`src/rtl/noc_output_link_scheduler.sv`:
```
// Wormhole output-link scheduler: round-robin packet arbitration among the input ports,
// link held from head to tail flit, with downstream credit tracking.
module noc_output_link_scheduler #(
  parameter int N_PORTS = 5,
  parameter int CREDITS = 4,
  parameter int CRED_W  = 3
) (
  input  logic               clk,
  input  logic               rst,
  input  logic [N_PORTS-1:0] req,
  input  logic [N_PORTS-1:0] tail,
  input  logic               credit_in,
  output logic [N_PORTS-1:0] grant,
  output logic [N_PORTS-1:0] xbar_sel,
  output logic               flit_valid,
  output logic [CRED_W-1:0]  credit_cnt,
  output logic               locked,
  output logic               err_ovf,
  output logic               dbg_state
);

  localparam int IDX_W = (N_PORTS > 1) ? $clog2(N_PORTS) : 1;
  localparam logic [IDX_W-1:0]  LAST_RST = IDX_W'(N_PORTS - 1);
  localparam logic [CRED_W-1:0] CRED_MAX = CRED_W'(CREDITS);
  localparam logic [CRED_W-1:0] CRED_ONE = CRED_W'(1);

  typedef enum logic {
    ST_IDLE   = 1'b0,
    ST_LOCKED = 1'b1
  } state_t;

  state_t             state_q, state_d;
  logic [IDX_W-1:0]   owner_q, owner_d;
  logic [IDX_W-1:0]   last_q, last_d;
  logic [IDX_W-1:0]   winner;
  logic               win_found;
  logic [N_PORTS-1:0] xbar_q, xbar_d;
  logic [CRED_W-1:0]  credit_q;
  logic               err_q;
  logic               xfer;
  logic               xfer_tail;

  function automatic logic [N_PORTS-1:0] onehot(input logic [IDX_W-1:0] idx);
    logic [N_PORTS-1:0] v;
    v      = '0;
    v[idx] = 1'b1;
    return v;
  endfunction

  // Round-robin search starting just after the port that last completed a packet.
  always_comb begin
    winner    = last_q;
    win_found = 1'b0;
    for (int k = 1; k <= N_PORTS; k++) begin
      if (!win_found && req[(int'(last_q) + k) % N_PORTS]) begin
        winner    = IDX_W'((int'(last_q) + k) % N_PORTS);
        win_found = 1'b1;
      end
    end
  end

  // Flow control: req[i] is the valid of input i's head flit, grant[i] is its ready;
  // a flit moves only in a cycle where both are high, and only the owner is ever granted.
  always_comb begin
    grant = '0;
    if (state_q == ST_LOCKED && req[owner_q] && credit_q != '0) begin
      grant[owner_q] = 1'b1;
    end
  end

  assign xfer      = |grant;
  assign xfer_tail = xfer && tail[owner_q];

  always_comb begin
    state_d = state_q;
    owner_d = owner_q;
    last_d  = last_q;
    xbar_d  = xbar_q;
    case (state_q)
      ST_IDLE: begin
        if (win_found) begin
          state_d = ST_LOCKED;
          owner_d = winner;
          xbar_d  = onehot(winner);
        end
      end
      ST_LOCKED: begin
        if (xfer_tail) begin
          state_d = ST_IDLE;
          last_d  = owner_q;
          xbar_d  = '0;
        end
      end
      default: begin
        state_d = ST_IDLE;
        xbar_d  = '0;
      end
    endcase
  end

  always_ff @(posedge clk) begin
    if (rst) begin
      state_q <= ST_IDLE;
      owner_q <= '0;
      last_q  <= LAST_RST;
      xbar_q  <= '0;
    end else begin
      state_q <= state_d;
      owner_q <= owner_d;
      last_q  <= last_d;
      xbar_q  <= xbar_d;
    end
  end

  // A transfer and a returned credit in the same cycle cancel out.
  always_ff @(posedge clk) begin
    if (rst) begin
      credit_q <= CRED_MAX;
      err_q    <= 1'b0;
    end else if (xfer && !credit_in) begin
      credit_q <= credit_q - CRED_ONE;
    end else if (credit_in && !xfer) begin
      if (credit_q == CRED_MAX) begin
        err_q <= 1'b1;
      end else begin
        credit_q <= credit_q + CRED_ONE;
      end
    end
  end

  assign xbar_sel   = xbar_q;
  assign flit_valid = xfer;
  assign credit_cnt = credit_q;
  assign locked     = (state_q == ST_LOCKED);
  assign err_ovf    = err_q;
  assign dbg_state  = state_q;

endmodule
```
`config.mk`:
```
export PLATFORM = sky130hd
export DESIGN_NAME = noc_output_link_scheduler
export DESIGN_NICKNAME = d
export VERILOG_FILES = /design/src/rtl/noc_output_link_scheduler.sv
export SDC_FILE = /design/constraint.sdc
export NUM_CORES = 1
export LEC_CHECK = 0
export CORE_ASPECT_RATIO = 1.5
export CORE_UTILIZATION = 35
export CTS_CLUSTER_SIZE = 40
export DETAILED_ROUTE_END_ITERATION = 10
export PLACE_DENSITY = 0.61
export SETUP_SLACK_MARGIN = 0.5
export SLEW_MARGIN = 10
export SYNTH_ARGS = -nofsm -noshare
export SYNTH_HDL_FRONTEND = slang
export SYNTH_SLANG_ARGS = --single-unit
```
`constraint.sdc`:
```
create_clock -name clk -period 4.7 [get_ports clk]
set_clock_uncertainty 0.15 [all_clocks]
set_input_delay 0.47 -clock clk [delete_from_list [all_inputs] [get_ports clk]]
set_output_delay 0.47 -clock clk [all_outputs]
set_load 0.02 [all_outputs]
```
### After elaboration in Yosys (flattened, before gate mapping)

Index checks and enable logic that the tools add are counted.

* flip-flop bits (word level): 16
* bits in latches: 0
* memory bits (writable): 0
* memory bits (read-only): 0
* input bits: 13
* output and inout port bits: 17
* logic and storage cells: 101
* memories: 0

* add/sub/neg operators: 7
* multiply operators: 0
* divide/modulo/power cells: 5
* order comparisons: 9
* equality and inequality tests: 4
* shift-type cells: 0
* multiplexer cells: 43
* bitwise logic cells: 2
* reductions and logical operators: 25

Operators with widths (count)
* $lt A32 B5 Y1 const B: 5
* $mod A32 B4 Y32 const B: 5
* $mux W3: 8
* $bmux W1 S3: 7
* $mux W1: 21
* $mux W5: 3
* $logic_and A1 B1 Y1: 11
* $pmux W5 S2: 1
* $add A3 B2 Y4 const B: 2
* $add A3 B3 Y4 const B: 2
* $lt A3 B4 Y1 const B: 2
* $reduce_and A2 Y1: 4
* $demux W1 S3: 2
* $ge A3 B1 Y1 const B: 2
* $logic_not A1 Y1: 6
* $reduce_or A5 Y1: 1
* $add A3 B1 Y4 const B: 1
* $ne A2 B2 Y1 const B: 2
* $add A3 B1 Y3 const B: 1
* $eq A3 B3 Y1 const B: 1
* $reduce_and A3 Y1: 1
* $reduce_bool A3 Y1: 1
* $sub A3 B1 Y3 const B: 1
* $ne A2 B1 Y1 const B: 1
* 3 further kinds: 4

### Logic depth before layout (Yosys ltp)

* word-level depth: 24
* gate-level depth with buffers: 20
* gate-level depth less buffers: 17

### Worst setup path before layout

OpenSTA, ideal clock, no wires.

* path kind: reg2reg
* from: reg last_q[0]
* to: reg xbar_q[3], in the netlist xbar_sel[3]
* library setup time: 0.059 ns
* arrival: 4.931 ns
* required time: 4.491 ns
* path slack: -0.441 ns
* cell stages (with the launch flop): 19
* buffers on the path: 2
* clock period less this slack: 5.141 ns
* path through: dfxtp_1 > buf_2 > inv_1 > clkbuf_1 > ha_1 > ha_1 > nor4b_1 > nor3_1 > xnor2_1 > ha_1 > a221o_1 > o2bb2ai_1 > mux4_2 > nand2b_1 > nand2_1 > nand3b_1 > mux2_4 > nor3b_2 > a22o_1

* longest elaborated chain between the ends: 24
* elaborated cells on any way between the ends: 52
* those cells by class: add/sub (5); div (5); order compare (2); eq/ne (1); mux (29); reduce/logical (10)

RTL lines
* from (decl): RTL line 34 `logic [IDX_W-1:0] last_q, last_d;`
* from (signal assigned): RTL line 110 `last_q <= last_d;`
* $add A3 B1 Y4: RTL line 55, 56
* $mod A32 B4 Y32: RTL line 55, 56
* $bmux W1 S3: RTL line 55 `if (!win_found && req[(int'(last_q) + k) % N_PORTS]) begin`
* $mux W1 (implied by the code) (2 in a row): RTL line 55
* $mux W1: RTL line 55
* $logic_not A1 Y1: RTL line 55
* $logic_and A1 B1 Y1: RTL line 55
* $mux W1: RTL line 55
* [7 not listed]
* $logic_and A1 B1 Y1: RTL line 55
* $mux W3: RTL line 55
* $lt A3 B4 Y1 (implied by the code) or $ge A3 B1 Y1 (tied branches): RTL line 46 `v[idx] = 1'b1;`
* $logic_and A1 B1 Y1 (implied by the code): RTL line 46
* $mux W1 (implied by the code): RTL line 46
* $demux W1 S3: RTL line 46
* $mux W5: RTL line 81 `if (win_found) begin`
* $pmux W5 S2: RTL line 79 `case (state_q)`
* to (signal assigned): RTL line 111 `xbar_q <= xbar_d;`
* to (decl): RTL line 37 `logic [N_PORTS-1:0] xbar_q, xbar_d;`

Several ways; a longest one is shown, not always the timed one. The select of a mux whose other input is x is not followed.
A chain may end at the register's enable or synchronous reset.

### Final worst setup path

* from: reg last_q[0]
* to: reg xbar_q[2], in the netlist xbar_sel[2]

The elaborated chain is that of the path after synthesis.

==> impl_metrics.ini <==
[critical_path]
critPathRequiredTime_ns = 4.74
rr_worst_depth = 16
worstSetupEndpointType = flop
r2r_slack_ns = 0.38
cp.arrival_ns = 4.36
critical_path_class = reg -> reg
crit_path_start_kind = flop
cp_max_fo = 5

[logic_synthesis]
synth-main-ff-cell = dfxtp_1
async_reset_ff_frac = 0
yosysTopAreaCellShare = 0.108
ys_seq_area_frac = 0.106
synth_edf_count = 0
synthesis.area_sq_um = 3020
yosysWarnings = 0
synth_fp_nets = 443
netlist_top_cells_area = ha_1 11%, dfxtp_1 11%, nand2_1 5.1%, a21oi_1 4.8%, nand2b_1 3.3%
ys_ff_latch = 16
syn_avg_cell_area_sq_um = 7.49
ys_types = 81
synth_cells = 403
yosysTopAreaCell = ha_1

[clock_network]
clock_path_buffers = 2
cts_buffers = 3
cts_tree = done
insertion_delay_ns = 0.25
path_clk_slew_ns = 0.05
cts-root-buf = clkbuf_16
cts_sinks = 16
htreeDepth = 1

[worst_hold_path]
hold_depth = 2
min_path_type = reg -> reg

[timing]
hold_violations = 0
fmax_mhz = 231
report.final.slew_viol_count = 0
worst_pin_slew_ns = 0.689
period_minus_slack_ns = 4.32
setup_viol = 0
tns_ns = 0
post-route-period-util = 0.920
max-slew-margin-rel = 0.540
rsz0062_at_grt = true

[placed_design]
gp_congestion = 0.898
placed_area_sq_um = 3540
dpl.hpwl_mm = 7.27
io_buffers = 29

[finish]
nets = 490
fillCellCount = 864
diodes = 0
ff_latch_area_sq_um = 332
multiInputGateArea_sq_um = 2700
layout-drive-gt1-share = 0.214
final_area_sq_um = 3950
area_growth_pct = 30.8

[global_route]
grt_use_total = 0.221
antenna_found_initial = 0
grt_pass1_vias = 3367
grt_pass1_wl_mm = 16.0
grt_start_max_net_pins = 29
grt-ovfl-total = 0

[pwr]
powerDensity_nw_per_um2 = 220
peakVddDrop_mv = 0.222
power.total_w = 0.000868
leakage_nw = 1.49

[routing]
routedWlPerCell_um = 17.7
dr.pass1.iters = 4
num_vias = 3348
vias_per_cell = 6.02
ant_nets = 0
drc = 0
drtIter0Drc = 147
routed_wirelength_mm = 9.84

[floorplan]
ioPinCount = 30
initial_core_util = 0.359
die_h_um = 116
core_sq_um = 8410
die_x_um = 77.8
fp-row-count = 41
die_area_sq_um = 9010

[flow_run]
cap_violations = 0

[run_status]
status = finished, final reports clean
## through the flow
| stage | util | setup slack [ns] | hold slack [ns] | cells |
|---|---|---|---|---|
| 2_1_floorplan | - | 0.406 | 0.423 | 403 |
| 3_3_place_gp | 0.421 | 0.210 | 0.322 | 529 |
| 3_5_place_dp | 0.421 | 0.146 | 0.314 | 529 |
| 4_1_cts | 0.453 | 0.390 | 0.329 | 547 |
| 5_1_grt | 0.469 | 0.178 | 0.352 | 556 |
| 6_report | 0.469 | 0.377 | 0.335 | 556 |
## registers in the layout, summed over array words and instances (netlist names)
name	flops
dbg_state	1
last_q	3
owner_q	3
credit_cnt	3
err_ovf	1
xbar_sel	5
## cells by family after synthesis
group,share of synthesized area
compound gates,0.344
buf+inv,0.0734
flops,0.106
fa+ha+maj,0.114
xor+xnor,0.0340
mux,0.0684
simple gates,0.259
## synth_stat cells, drive strengths merged, types with 5 or more instances
master and number:
ha 26, a22o 6, mux2i 9, nor4b 5
dfxtp 16, and2 8, o21ai 15, xnor2 6
a21o 7, a21oi 29, clkbuf 15, o211ai 10
o2111ai 7, nor3b 5, nor2b 5, nor2 19
nor3 10, a221oi 6, nand2 41, nand2b 16
inv 25, buf 11, o31ai 6, nand4 6
## where the power goes
group          leakage, nW  switching [W]  internal (W)
Clock               0.0382      0.0000544      0.000115
Sequential           0.132      0.0000242      0.000151
Combinational         1.32       0.000281      0.000242
Total                 1.49       0.000359      0.000509
## per-layer routing
metal	global-route usage	routed length, um	share of wire	vias up
li1	-	-	-	1634
met1	0.232	3860	0.39	1580
met2	0.441	5300	0.54	101
met3	0.0126	295	0.030	33
met4	0.107	383	0.039	0
met5	0	0	0	-
## final timing paths
kind	from	end
hold reg to reg	err_ovf	err_ovf
hold / removal	err_ovf	err_ovf
setup / recovery	last_q[0]	xbar_sel[2]
setup reg to reg	last_q[0]	xbar_sel[2]
## final cells by class
type,instances,share of cell area
inverters,27,0.0288
multi-input cells,334,0.684
flip-flops and latches,16,0.0840
well taps,107,0.0339
repair buffers,68,0.150
clock buffers,4,0.0200
## critical path, stage by stage, from the launching register on
cell and delay [ns]:
dfxtp_4 0.39, clkinvlp_4 0.14, ha_4 0.26, ha_4 0.19, nor4b_4 0.31, nor3_4 0.09
xnor2_2 0.17, ha_1 0.24, a221o_1 0.40, o2bb2ai_4 0.15, mux4_2 0.55, nand2b_4 0.10
nand2_4 0.06, nand3b_1 0.28, mux2_4 0.39, nor3b_4 0.22, a22o_1 0.15
## cell usage in the layout, fill, tap and decap left out, drive strengths merged, types with 5 or more instances in the layout
master	synthesis	routed
inv	25	24
o31ai	6	6
nor2	19	19
a221oi	6	6
o21ai	15	15
xnor2	6	6
o211ai	10	10
mux2i	9	9
a22o	6	6
o2111ai	7	7
and2	8	8
nor3b	5	5
clkdlybuf4s50	0	29
nor3	10	10
nand4	6	6
nand2	41	41
dfxtp	16	16
nor4b	5	5
ha	26	26
nand2b	16	16
nor2b	5	5
a21o	7	7
a21oi	29	29
buf	11	39
## timing repair
| item | CTS | global route |
|---|---|---|
| resized for setup | 20 | 14 |
| hold buffers | 0 | 0 |
| pin swaps | 8 | 9 |
| endpoints found under the setup margin | 8 | 8 |
| setup buffers | 14 | 9 |
No activity file was read; power rests on OpenSTA's default activity.
